### config.mk
export PLATFORM = sky130hd
export DESIGN_NAME = sd_data_tx
export DESIGN_NICKNAME = d
export VERILOG_FILES = /design/src/rtl/sd_data_tx.sv
export SDC_FILE = /design/constraint.sdc
export NUM_CORES = 1
export LEC_CHECK = 0
export ABC_AREA = 0
export BUFFER_PORTS_ARGS = -buffer_cell sky130_fd_sc_hd__buf_2
export CORE_MARGIN = 2
export CORE_UTILIZATION = 61
export CTS_CLUSTER_DIAMETER = 100
export DETAILED_ROUTE_END_ITERATION = 8
export MAX_ROUTING_LAYER = met4
export PLACE_DENSITY = 0.92
export SETUP_SLACK_MARGIN = 0.5
export SYNTH_ARGS = -nofsm -noshare
export SYNTH_HDL_FRONTEND = slang
export SYNTH_HIERARCHICAL = 1
export SYNTH_SLANG_ARGS = --single-unit
export TNS_END_PERCENT = 5
### constraint.sdc
create_clock -name clk -period 3.1 [get_ports clk]
set_clock_uncertainty 0.05 [all_clocks]
set_input_delay 0 -clock clk [delete_from_list [all_inputs] [get_ports clk]]
set_output_delay 0 -clock clk [all_outputs]
set_load 0.03 [all_outputs]
### src/rtl/sd_data_tx.sv
// rtl/sd_data_tx.sv - SD 1-bit DAT0 write-block transmitter with CRC16 and status/busy handling
// One block per start: start bit, data MSB-first, CRC16, end bit, then CRC status token and busy.

module sd_crc16 (
  input  logic        clk,
  input  logic        rst,
  input  logic        clr_i,
  input  logic        en_i,
  input  logic        din_i,
  output logic [15:0] crc_o
);
  logic [15:0] crc_q, crc_d;
  logic        fb;

  // CRC-16/CCITT (x^16 + x^12 + x^5 + 1), zero seed, one bit per enable
  assign fb = din_i ^ crc_q[15];

  always_comb begin
    crc_d = crc_q;
    if (clr_i)     crc_d = '0;
    else if (en_i) crc_d = {crc_q[14:0], 1'b0} ^ (fb ? 16'h1021 : 16'h0000);
  end

  always_ff @(posedge clk or posedge rst) begin
    if (rst) crc_q <= '0;
    else     crc_q <= crc_d;
  end

  assign crc_o = crc_q;
endmodule

module sd_data_tx #(
  parameter int BLOCK_BYTES  = 512,
  parameter int STAT_TIMEOUT = 64
) (
  input  logic       clk,
  input  logic       reset,
  input  logic       start,
  input  logic       bit_stb,
  input  logic [7:0] in_data,
  input  logic       in_valid,
  output logic       in_ready,
  output logic       starved,
  output logic       dat_out,
  output logic       dat_oe,
  input  logic       dat_in,
  output logic       active,
  output logic       done,
  output logic [2:0] status,
  output logic       status_ok,
  output logic       err_timeout
);
  localparam int BW = $clog2(BLOCK_BYTES + 1);
  localparam int TW = $clog2(STAT_TIMEOUT + 1);

  typedef enum logic [2:0] {
    S_IDLE, S_PRE, S_DATA, S_CRC, S_END, S_SWAIT, S_STAT, S_BUSY
  } state_t;

  state_t        state_q, state_d;
  logic [7:0]    hold_q, hold_d, shift_q, shift_d;
  logic          hold_full_q, hold_full_d;
  logic [BW-1:0] acc_cnt_q, acc_cnt_d, tx_cnt_q, tx_cnt_d;
  logic [3:0]    bit_cnt_q, bit_cnt_d;
  logic [TW-1:0] tmo_q, tmo_d;
  logic          released_q, released_d;
  logic          dat_out_q, dat_out_d, dat_oe_q, dat_oe_d, done_q, done_d;
  logic [2:0]    status_q, status_d;
  logic          ok_q, ok_d, err_q, err_d;

  logic          crc_clr, crc_en;
  logic [15:0]   crc_val;
  logic          accept, byte_avail, data_adv, tx_bit, last_data_bit, byte_edge;
  logic [7:0]    src_byte;

  sd_crc16 u_crc (
    .clk   (clk),
    .rst   (reset),
    .clr_i (crc_clr),
    .en_i  (crc_en),
    .din_i (tx_bit),
    .crc_o (crc_val)
  );

  assign in_ready   = (state_q != S_IDLE) && !hold_full_q && (acc_cnt_q < BW'(BLOCK_BYTES));
  assign accept     = in_valid && in_ready;
  // A byte accepted in the very cycle it is needed bypasses the holding register
  assign src_byte   = hold_full_q ? hold_q : in_data;
  assign byte_avail = hold_full_q || accept;
  assign byte_edge  = (bit_cnt_q == 4'd0);
  assign starved    = (state_q == S_DATA) && bit_stb && byte_edge && !byte_avail;
  assign data_adv   = (state_q == S_DATA) && bit_stb && !starved;
  assign tx_bit     = byte_edge ? src_byte[7] : shift_q[7];
  assign last_data_bit = (bit_cnt_q == 4'd7) && (tx_cnt_q == BW'(BLOCK_BYTES - 1));

  always_ff @(posedge clk or posedge reset) begin
    if (reset) state_q <= S_IDLE;
    else       state_q <= state_d;
  end

  always_comb begin
    state_d = state_q;
    case (state_q)
      S_IDLE:  if (start) state_d = S_PRE;
      S_PRE:   if (bit_stb) state_d = S_DATA;
      S_DATA:  if (data_adv && last_data_bit) state_d = S_CRC;
      S_CRC:   if (bit_stb && bit_cnt_q == 4'd15) state_d = S_END;
      S_END:   if (bit_stb) state_d = S_SWAIT;
      S_SWAIT: if (bit_stb && released_q) begin
        if (!dat_in) state_d = S_STAT;
        else if (tmo_q == TW'(STAT_TIMEOUT - 1)) state_d = S_IDLE;
      end
      S_STAT:  if (bit_stb && bit_cnt_q == 4'd3) state_d = S_BUSY;
      S_BUSY:  if (bit_stb && dat_in) state_d = S_IDLE;
      default: state_d = S_IDLE;
    endcase
  end

  always_comb begin
    hold_d      = hold_q;
    hold_full_d = hold_full_q;
    shift_d     = shift_q;
    acc_cnt_d   = acc_cnt_q;
    tx_cnt_d    = tx_cnt_q;
    bit_cnt_d   = bit_cnt_q;
    tmo_d       = tmo_q;
    released_d  = released_q;
    dat_out_d   = dat_out_q;
    dat_oe_d    = dat_oe_q;
    done_d      = 1'b0;
    status_d    = status_q;
    ok_d        = ok_q;
    err_d       = err_q;
    crc_clr     = 1'b0;
    crc_en      = 1'b0;

    if (accept) begin
      acc_cnt_d = acc_cnt_q + 1'b1;
      if (!(data_adv && byte_edge)) begin
        hold_d      = in_data;
        hold_full_d = 1'b1;
      end
    end
    if (data_adv && byte_edge && hold_full_q) hold_full_d = 1'b0;

    case (state_q)
      S_IDLE: begin
        dat_oe_d  = 1'b0;
        dat_out_d = 1'b1;
        if (start) begin
          crc_clr     = 1'b1;
          dat_oe_d    = 1'b1;
          hold_full_d = 1'b0;
          acc_cnt_d   = '0;
          tx_cnt_d    = '0;
          bit_cnt_d   = '0;
          tmo_d       = '0;
          released_d  = 1'b0;
          status_d    = '0;
          ok_d        = 1'b0;
          err_d       = 1'b0;
        end
      end
      S_PRE: if (bit_stb) dat_out_d = 1'b0;
      S_DATA: if (data_adv) begin
        dat_out_d = tx_bit;
        crc_en    = 1'b1;
        shift_d   = byte_edge ? {src_byte[6:0], 1'b0} : {shift_q[6:0], 1'b0};
        if (bit_cnt_q == 4'd7) begin
          bit_cnt_d = '0;
          tx_cnt_d  = last_data_bit ? '0 : tx_cnt_q + 1'b1;
        end else begin
          bit_cnt_d = bit_cnt_q + 4'd1;
        end
      end
      S_CRC: if (bit_stb) begin
        dat_out_d = crc_val[4'd15 - bit_cnt_q];
        bit_cnt_d = bit_cnt_q + 4'd1;
      end
      S_END: if (bit_stb) dat_out_d = 1'b1;
      S_SWAIT: if (bit_stb) begin
        if (!released_q) begin
          dat_oe_d   = 1'b0;
          released_d = 1'b1;
          tmo_d      = '0;
        end else if (dat_in) begin
          if (tmo_q == TW'(STAT_TIMEOUT - 1)) begin
            err_d  = 1'b1;
            done_d = 1'b1;
          end else begin
            tmo_d = tmo_q + 1'b1;
          end
        end
      end
      S_STAT: if (bit_stb) begin
        if (bit_cnt_q != 4'd3) status_d = {status_q[1:0], dat_in};
        bit_cnt_d = (bit_cnt_q == 4'd3) ? 4'd0 : bit_cnt_q + 4'd1;
      end
      S_BUSY: if (bit_stb && dat_in) begin
        done_d = 1'b1;
        ok_d   = (status_q == 3'b010);
      end
      default: ;
    endcase
  end

  always_ff @(posedge clk or posedge reset) begin
    if (reset) begin
      hold_q      <= '0;
      hold_full_q <= 1'b0;
      shift_q     <= '0;
      acc_cnt_q   <= '0;
      tx_cnt_q    <= '0;
      bit_cnt_q   <= '0;
      tmo_q       <= '0;
      released_q  <= 1'b0;
      dat_out_q   <= 1'b1;
      dat_oe_q    <= 1'b0;
      done_q      <= 1'b0;
      status_q    <= '0;
      ok_q        <= 1'b0;
      err_q       <= 1'b0;
    end else begin
      hold_q      <= hold_d;
      hold_full_q <= hold_full_d;
      shift_q     <= shift_d;
      acc_cnt_q   <= acc_cnt_d;
      tx_cnt_q    <= tx_cnt_d;
      bit_cnt_q   <= bit_cnt_d;
      tmo_q       <= tmo_d;
      released_q  <= released_d;
      dat_out_q   <= dat_out_d;
      dat_oe_q    <= dat_oe_d;
      done_q      <= done_d;
      status_q    <= status_d;
      ok_q        <= ok_d;
      err_q       <= err_d;
    end
  end

  assign dat_out     = dat_out_q;
  assign dat_oe      = dat_oe_q;
  assign active      = (state_q != S_IDLE);
  assign done        = done_q;
  assign status      = status_q;
  assign status_ok   = ok_q;
  assign err_timeout = err_q;
endmodule

* Yosys cells after proc, flatten, opt, wreduce, memory -nomap -nowiden
Cells that the tools add are included.
** Cells by class
- Add/sub/neg operators :: 5
- Magnitude comparators :: 2
- Eq/ne operators :: 35
- Muxes and demuxes :: 76
- Bitwise gates (word level) :: 3
- Reduce and logical (&&, ||, !) cells :: 41
** Operator list (number)
- $mux W10 :: 7
- $mux W3 :: 13
- $mux W7 :: 5
- $mux W16 :: 2
- $ne A2 B2 Y1 const B :: 16
- $mux W1 :: 28
- $mux W4 :: 6
- $pmux W3 S8 :: 1
- $add A10 B1 Y10 const B :: 2
- $pmux W10 S2 :: 1
- $mux W8 :: 2
- $pmux W4 S4 :: 1
- $xor A16 B16 Y16 :: 1
- $logic_and A1 B1 Y1 :: 15
- $reduce_and A5 Y1 :: 3
- $pmux W7 S2 :: 1
- $mux W13 :: 1
- $eq A3 B3 Y1 const B :: 4
- $eq A10 B9 Y1 const B :: 1
- $lt A10 B10 Y1 const B :: 1
- $pmux W1 S2 :: 5
- $reduce_bool A2 Y1 :: 5
- $eq A3 B2 Y1 const B :: 3
- $ne A3 B3 Y1 const B :: 3
- other kinds (28) :: 35
** Storage, ports and cells
- Bits in registers :: 76
- Input bits :: 14
- Output and inout bits :: 11
- Logic and storage cells :: 178

* Longest topological paths before layout
- Word-level depth :: 15
- Depth in mapped cells :: 12
- Mapped depth without buffers :: 8

* Hierarchy
The synthesis kept the hierarchy.
** Modules (own cells, without submodules)
- sd_data_tx :: instances 1, cells each 372, area each 3467.1 um^2, seq. area each 1477.7 um^2
- sd_crc16 :: instances 1, cells each 59, area each 696.9 um^2, seq. area each 400.4 um^2

* Least setup slack after synthesis
Ideal clock, no wire load.
- Path type :: register to register
- From :: reg bit_cnt_q[1]
- To :: reg u_crc.crc_q[5], in the netlist u_crc/crc_o[5]
- Setup time :: 0.104 ns
- Arrival :: 2.347 ns
- Required time :: 2.946 ns
- Setup slack :: 0.600 ns
- Cell stages (with the launch flop) :: 11
- Path buffers :: 2
- Period minus slack after synthesis :: 2.500 ns
- Path through :: dfrtp_1 -> clkbuf_1 -> inv_1 -> ha_1 -> nor3b_2 -> clkbuf_1 -> nor2_1 -> a21oi_1 -> xnor2_1 -> or4b_1 -> o311ai_1
** Between the ends
- Elaborated cells between the ends (all ways) :: 14
- Those cells by class :: mux: 6; bitwise: 2; reduce/logical: 6
** RTL lines
- start: declaration :: line 64 : logic [3:0] bit_cnt_q, bit_cnt_d;
- start signal: assignment :: line 229 : bit_cnt_q <= bit_cnt_d;
- $logic_not A4 Y1 :: line 90 : assign byte_edge = (bit_cnt_q == 4'd0);
- $mux W1 :: line 93 : assign tx_bit = byte_edge ? src_byte[7] : shift_q[7];
- via tx_bit :: line 73 : logic accept, byte_avail, data_adv, tx_bit, last_data_bit, byte_edge;
- $xor A1 B1 Y1 :: line 16 : assign fb = din_i ^ crc_q[15];
- $mux W13 :: line 21 : else if (en_i) crc_d = {crc_q[14:0], 1'b0} ^ (fb ? 16'h1021 : 16'h0000);
- $xor A16 B16 Y16 :: line 21
- $mux W16 :: line 21
- $mux W16 :: line 20 : if (clr_i) crc_d = '0;
- end signal: assignment :: line 26 : else crc_q <= crc_d;
- end: declaration :: line 12 : logic [15:0] crc_q, crc_d;
The timed path passes the listed nets, and every way through them passes these cells. The select of a mux whose other input is x is not followed.
A chain may end at the register's enable or synchronous reset.

* Final worst setup path
- From :: reg state_q[1]
- To :: reg u_crc.crc_q[5], in the netlist u_crc/crc_o[5]
** Between the ends
- Longest elaborated chain between the ends :: 12
- Elaborated cells between the ends (all ways) :: 18
- Those cells by class :: eq/ne: 1; mux: 4; reduce/logical: 13
** Ends and longest elaborated chain
- start: declaration :: line 60 : state_t state_q, state_d;
- start signal: assignment :: line 98 : else state_q <= state_d;
- $reduce_bool A3 Y1 :: line 85 : assign in_ready = (state_q != S_IDLE) && !hold_full_q && (acc_cnt_q < BW'(BLOCK_BYTES));
- $logic_and A1 B1 Y1 (2 in series) :: line 85
- $logic_and A1 B1 Y1 :: line 86 : assign accept = in_valid && in_ready;
- $logic_or A1 B1 Y1 :: line 89 : assign byte_avail = hold_full_q || accept;
- $logic_not A1 Y1 :: line 91 : assign starved = (state_q == S_DATA) && bit_stb && byte_edge && !byte_avail;
- $logic_and A1 B1 Y1 :: line 91
- $logic_not A1 Y1 :: line 92 : assign data_adv = (state_q == S_DATA) && bit_stb && !starved;
- $logic_and A1 B1 Y1 :: line 92
- $mux W1 :: line 165 : S_DATA: if (data_adv) begin
- $mux W1 * :: line 146 : case (state_q)
- via crc_en :: line 71 : logic crc_clr, crc_en;
- $reduce_bool A2 Y1 (no source line) *
Mark *: on every way through the listed nets, which the timed path passes. The rest lies on a longest branch.

==> flow_metrics.tcl <==
set metrics [dict create \
    run_status "completed" \
    cts_max_level 3 \
    totalWireLength_mm 9.43 \
    drt_iter0_drc 304 \
    synth_cell_types 69 \
    core_area_sq_um 6680 \
    setup-tns-final_ns 0 \
    cts_sinks 75 \
    min_period_ns 2.53 \
    syn_area_sq_um 4160 \
    synth_area_leaders "dfrtp_1 44%, mux2i_1 6.7%, o21ai_0 5.4%" \
    die-area_sq_um 7500 \
    power.density_nw_per_um2 827 \
    worstPathRequired_ns 3.28 \
    setup_violations 0 \
    hold_path.class "in2reg" \
    fin_nets 480 \
    max_cap_violations 0 \
    cts_tree "yes" \
    crit_type "reg2reg" \
    utilization 0.687 \
    antenna_found_initial 0 \
    place.port_buffers 24 \
    instances_no_fill 543 \
    maxClockFrequency_mhz 395 \
    nFillCells 470 \
    yosysSeqAreaShare 0.451 \
    start_util 0.623 \
    clkLatencyLatePin_ns 0.36 \
    dr.pass1.iters 6 \
    rsz0062_at_grt "true" \
    synth_top_area_share 0.445 \
    grt.overflow.total 0 \
    die_height_um 86.6 \
    via_count 3491 \
    ios 25 \
    cts_buffer_depth 2 \
    cts.clk_slew.worst_paths_ns 0.08 \
    grt_max_degree 37 \
    synth_adder_area_share 0.0150 \
    final_antenna_net_count 0 \
    area_growth_pct 10.2 \
    synth_edf_count 0 \
    grt_pass1_vias 3314 \
    timing.slew.headroom 0.581 \
    drive_above_1_share 0.160 \
    async_flop_share 1.00 \
    drv_slew 0 \
    worst_pin_slew_ns 0.623 \
    grt_pass1_wl_mm 15.5 \
    cp.arrival_ns 2.71 \
    dp.cells 519 \
    place_area_sq_um 4320 \
    netlist_instances 431 \
    startpoint_type "register" \
    detail_route.vias_per_cell 6.43 \
    synth.area.mux_share 0.105 \
    hpwl_mm 6.22 \
    root_buffer "clkbuf_8" \
    grt_util_all_layers 0.270 \
    numCtsBuffers 9 \
    ys.flop_type "dfrtp_1" \
    synth_top_family_by_area "simple AND/OR/NAND/NOR gates" \
    postCtsSetupRepairBufs 0 \
    stdcell_area_sq_um 4590 \
    insertedDiodeCount 0 \
    power.leakage_nw 2.05 \
    synth_compound_area_frac 0.163 \
    end_kind "register" \
    syn_area_per_cell_sq_um 9.66 \
    die_width_um 86.6 \
    fin_crit_sh 0.817 \
    gp_congestion 0.883 \
    ys_ff_latch 75 \
    yosysTopAreaCell "dfrtp_1" \
    yosysWarnings 6 \
    drc_errors 0 \
    rows 30 \
    vdd_ir_drop_max_v 0.000608 \
    hold_viol_final 0 \
    synthSimpleGateAreaFrac 0.216 \
    wire_per_inst_um 17.4 \
    synth_xor_xnor_area_share 0.00841 \
    crit_fanout 15 \
    synth_nets 450 \
]
==> synthesized netlist by cell type (3+ instances only) <==
cell      instances
a21oi_1          13
a311oi_1          3
a31oi_1           3
a32o_1            3
and2_1            4
and3_1            6
buf_1             3
buf_2            11
clkbuf_1          8
dfrtp_1          74
ha_1              5
inv_1            11
mux2_2           10
mux2i_1          28
nand2_1          45
nand2b_1          8
nand3_1          25
nand4_1           3
nor2_1           35
nor2b_1           3
nor3_1           14
o21ai_0          45
o311ai_0          3
o31ai_1           4
or3_1             8
==> cells in the final DEF (no fill, tap or decap), types with 3 or more instances in the layout <==
cell type,Yosys,layout
nand2b_1,8,8
buf_4,1,9
or3_1,8,8
nand4_1,3,3
dfrtp_1,74,73
nor3_1,14,14
and3_1,6,6
ha_1,5,5
nand2_1,45,45
a31oi_1,3,3
a32o_1,3,3
and2_1,4,4
clkbuf_8,0,10
nor2b_1,3,3
o311ai_0,3,3
a311oi_1,3,3
nor2_1,35,35
mux2_2,10,10
o31ai_1,4,4
dlygate4sd3_1,0,11
buf_2,11,24
mux2i_1,28,28
nand3_1,25,25
o21ai_0,45,45
inv_1,11,10
a21oi_1,13,13
==> power by group <==
group	leakage (nW)	switching, W	internal [W]	total (W)
sequential	0.986	0.000336	0.00126	0.00160
clock	0.0799	0.000353	0.000296	0.000649
combinational	0.985	0.000910	0.000634	0.00154
total	2.05	0.00160	0.00219	0.00379
==> registers in the layout, summed over array words and instances, names as in the netlist, 3 cells and up <==
register     cells
acc_cnt_q       10
bit_cnt_q        4
hold_q           8
shift_q          7
state_q          3
status           3
tmo_q            7
tx_cnt_q        10
u_crc/crc_o     16
==> worst paths after layout <==
| path | start | end | slack (ns) | cells past startpoint |
|---|---|---|---|---|
| max | state_q[1] | u_crc/crc_o[5] | 0.57 | 5 |
| min | bit_stb | done | 0.08 | 3 |
| max reg2reg | state_q[1] | u_crc/crc_o[5] | 0.57 | 5 |
| min reg2reg | status[2] | status_ok | 0.43 | 1 |
| max in group asynchronous | reset | dat_out | 1.90 | 4 |
| min in group asynchronous | reset | u_crc/crc_o[3] | 0.20 | 3 |
==> final cells by class <==
| cell class | instances | area, sq um | area share |
|---|---|---|---|
| Timing Repair Buffer | 44 | 298 | 0.0649 |
| Clock buffer | 10 | 138 | 0.0300 |
| Inverter | 11 | 41.3 | 0.00900 |
| Tap cell | 80 | 100 | 0.0218 |
| Sequential cell | 75 | 1880 | 0.410 |
| Multi-Input combinational cell | 320 | 2110 | 0.461 |
| Clock inverter | 3 | 17.5 | 0.00382 |
==> per-stage QoR <==
step	setup slack (ns)	power (W)	hold WS, ns
global route	0.464	0.00403	0.0942
CTS	0.614	0.00376	0.0606
floorplan	0.600	0.00273	-0.136
finish	0.569	0.00379	0.0807
global placement	0.708	0.00300	0.0487
detailed placement	0.629	0.00310	0.0548
==> cells by family after synthesis <==
group	after synthesis
AO/OA/AOI/OAI	101
adder cells (fa/ha/maj)	5
flip-flops	75
buffers and inverters	36
AND/OR/NAND/NOR	170
XOR/XNOR	4
multiplexers	40
==> timing repair <==
item / CTS / global route
hold buffers: 11 / 0
resized for setup: 0 / 1
endpoints found under the setup margin: 0 / 3
hold endpoints to repair: 56 / 0
==> metal layers <==
| layer | routed length (um) | vias up | part of all wire | GRT usage |
|---|---|---|---|---|
| li1 | - | 1632 | - | - |
| met1 | 4050 | 1709 | 0.43 | 0.341 |
| met2 | 4640 | 125 | 0.49 | 0.427 |
| met3 | 516 | 25 | 0.055 | 0.0657 |
| met4 | 222 | 0 | 0.024 | 0.0923 |
| met5 | 0 | - | 0 | - |
==> worst max-delay path: stages (launching register included) <==
cell and delay [ns]:
dfrtp_1 0.66, nor3b_2 0.60, o211ai_2 0.20, inv_1 0.27
or4b_1 0.49, o311ai_1 0.13
Note: power is estimated with default switching activity, not from simulation.
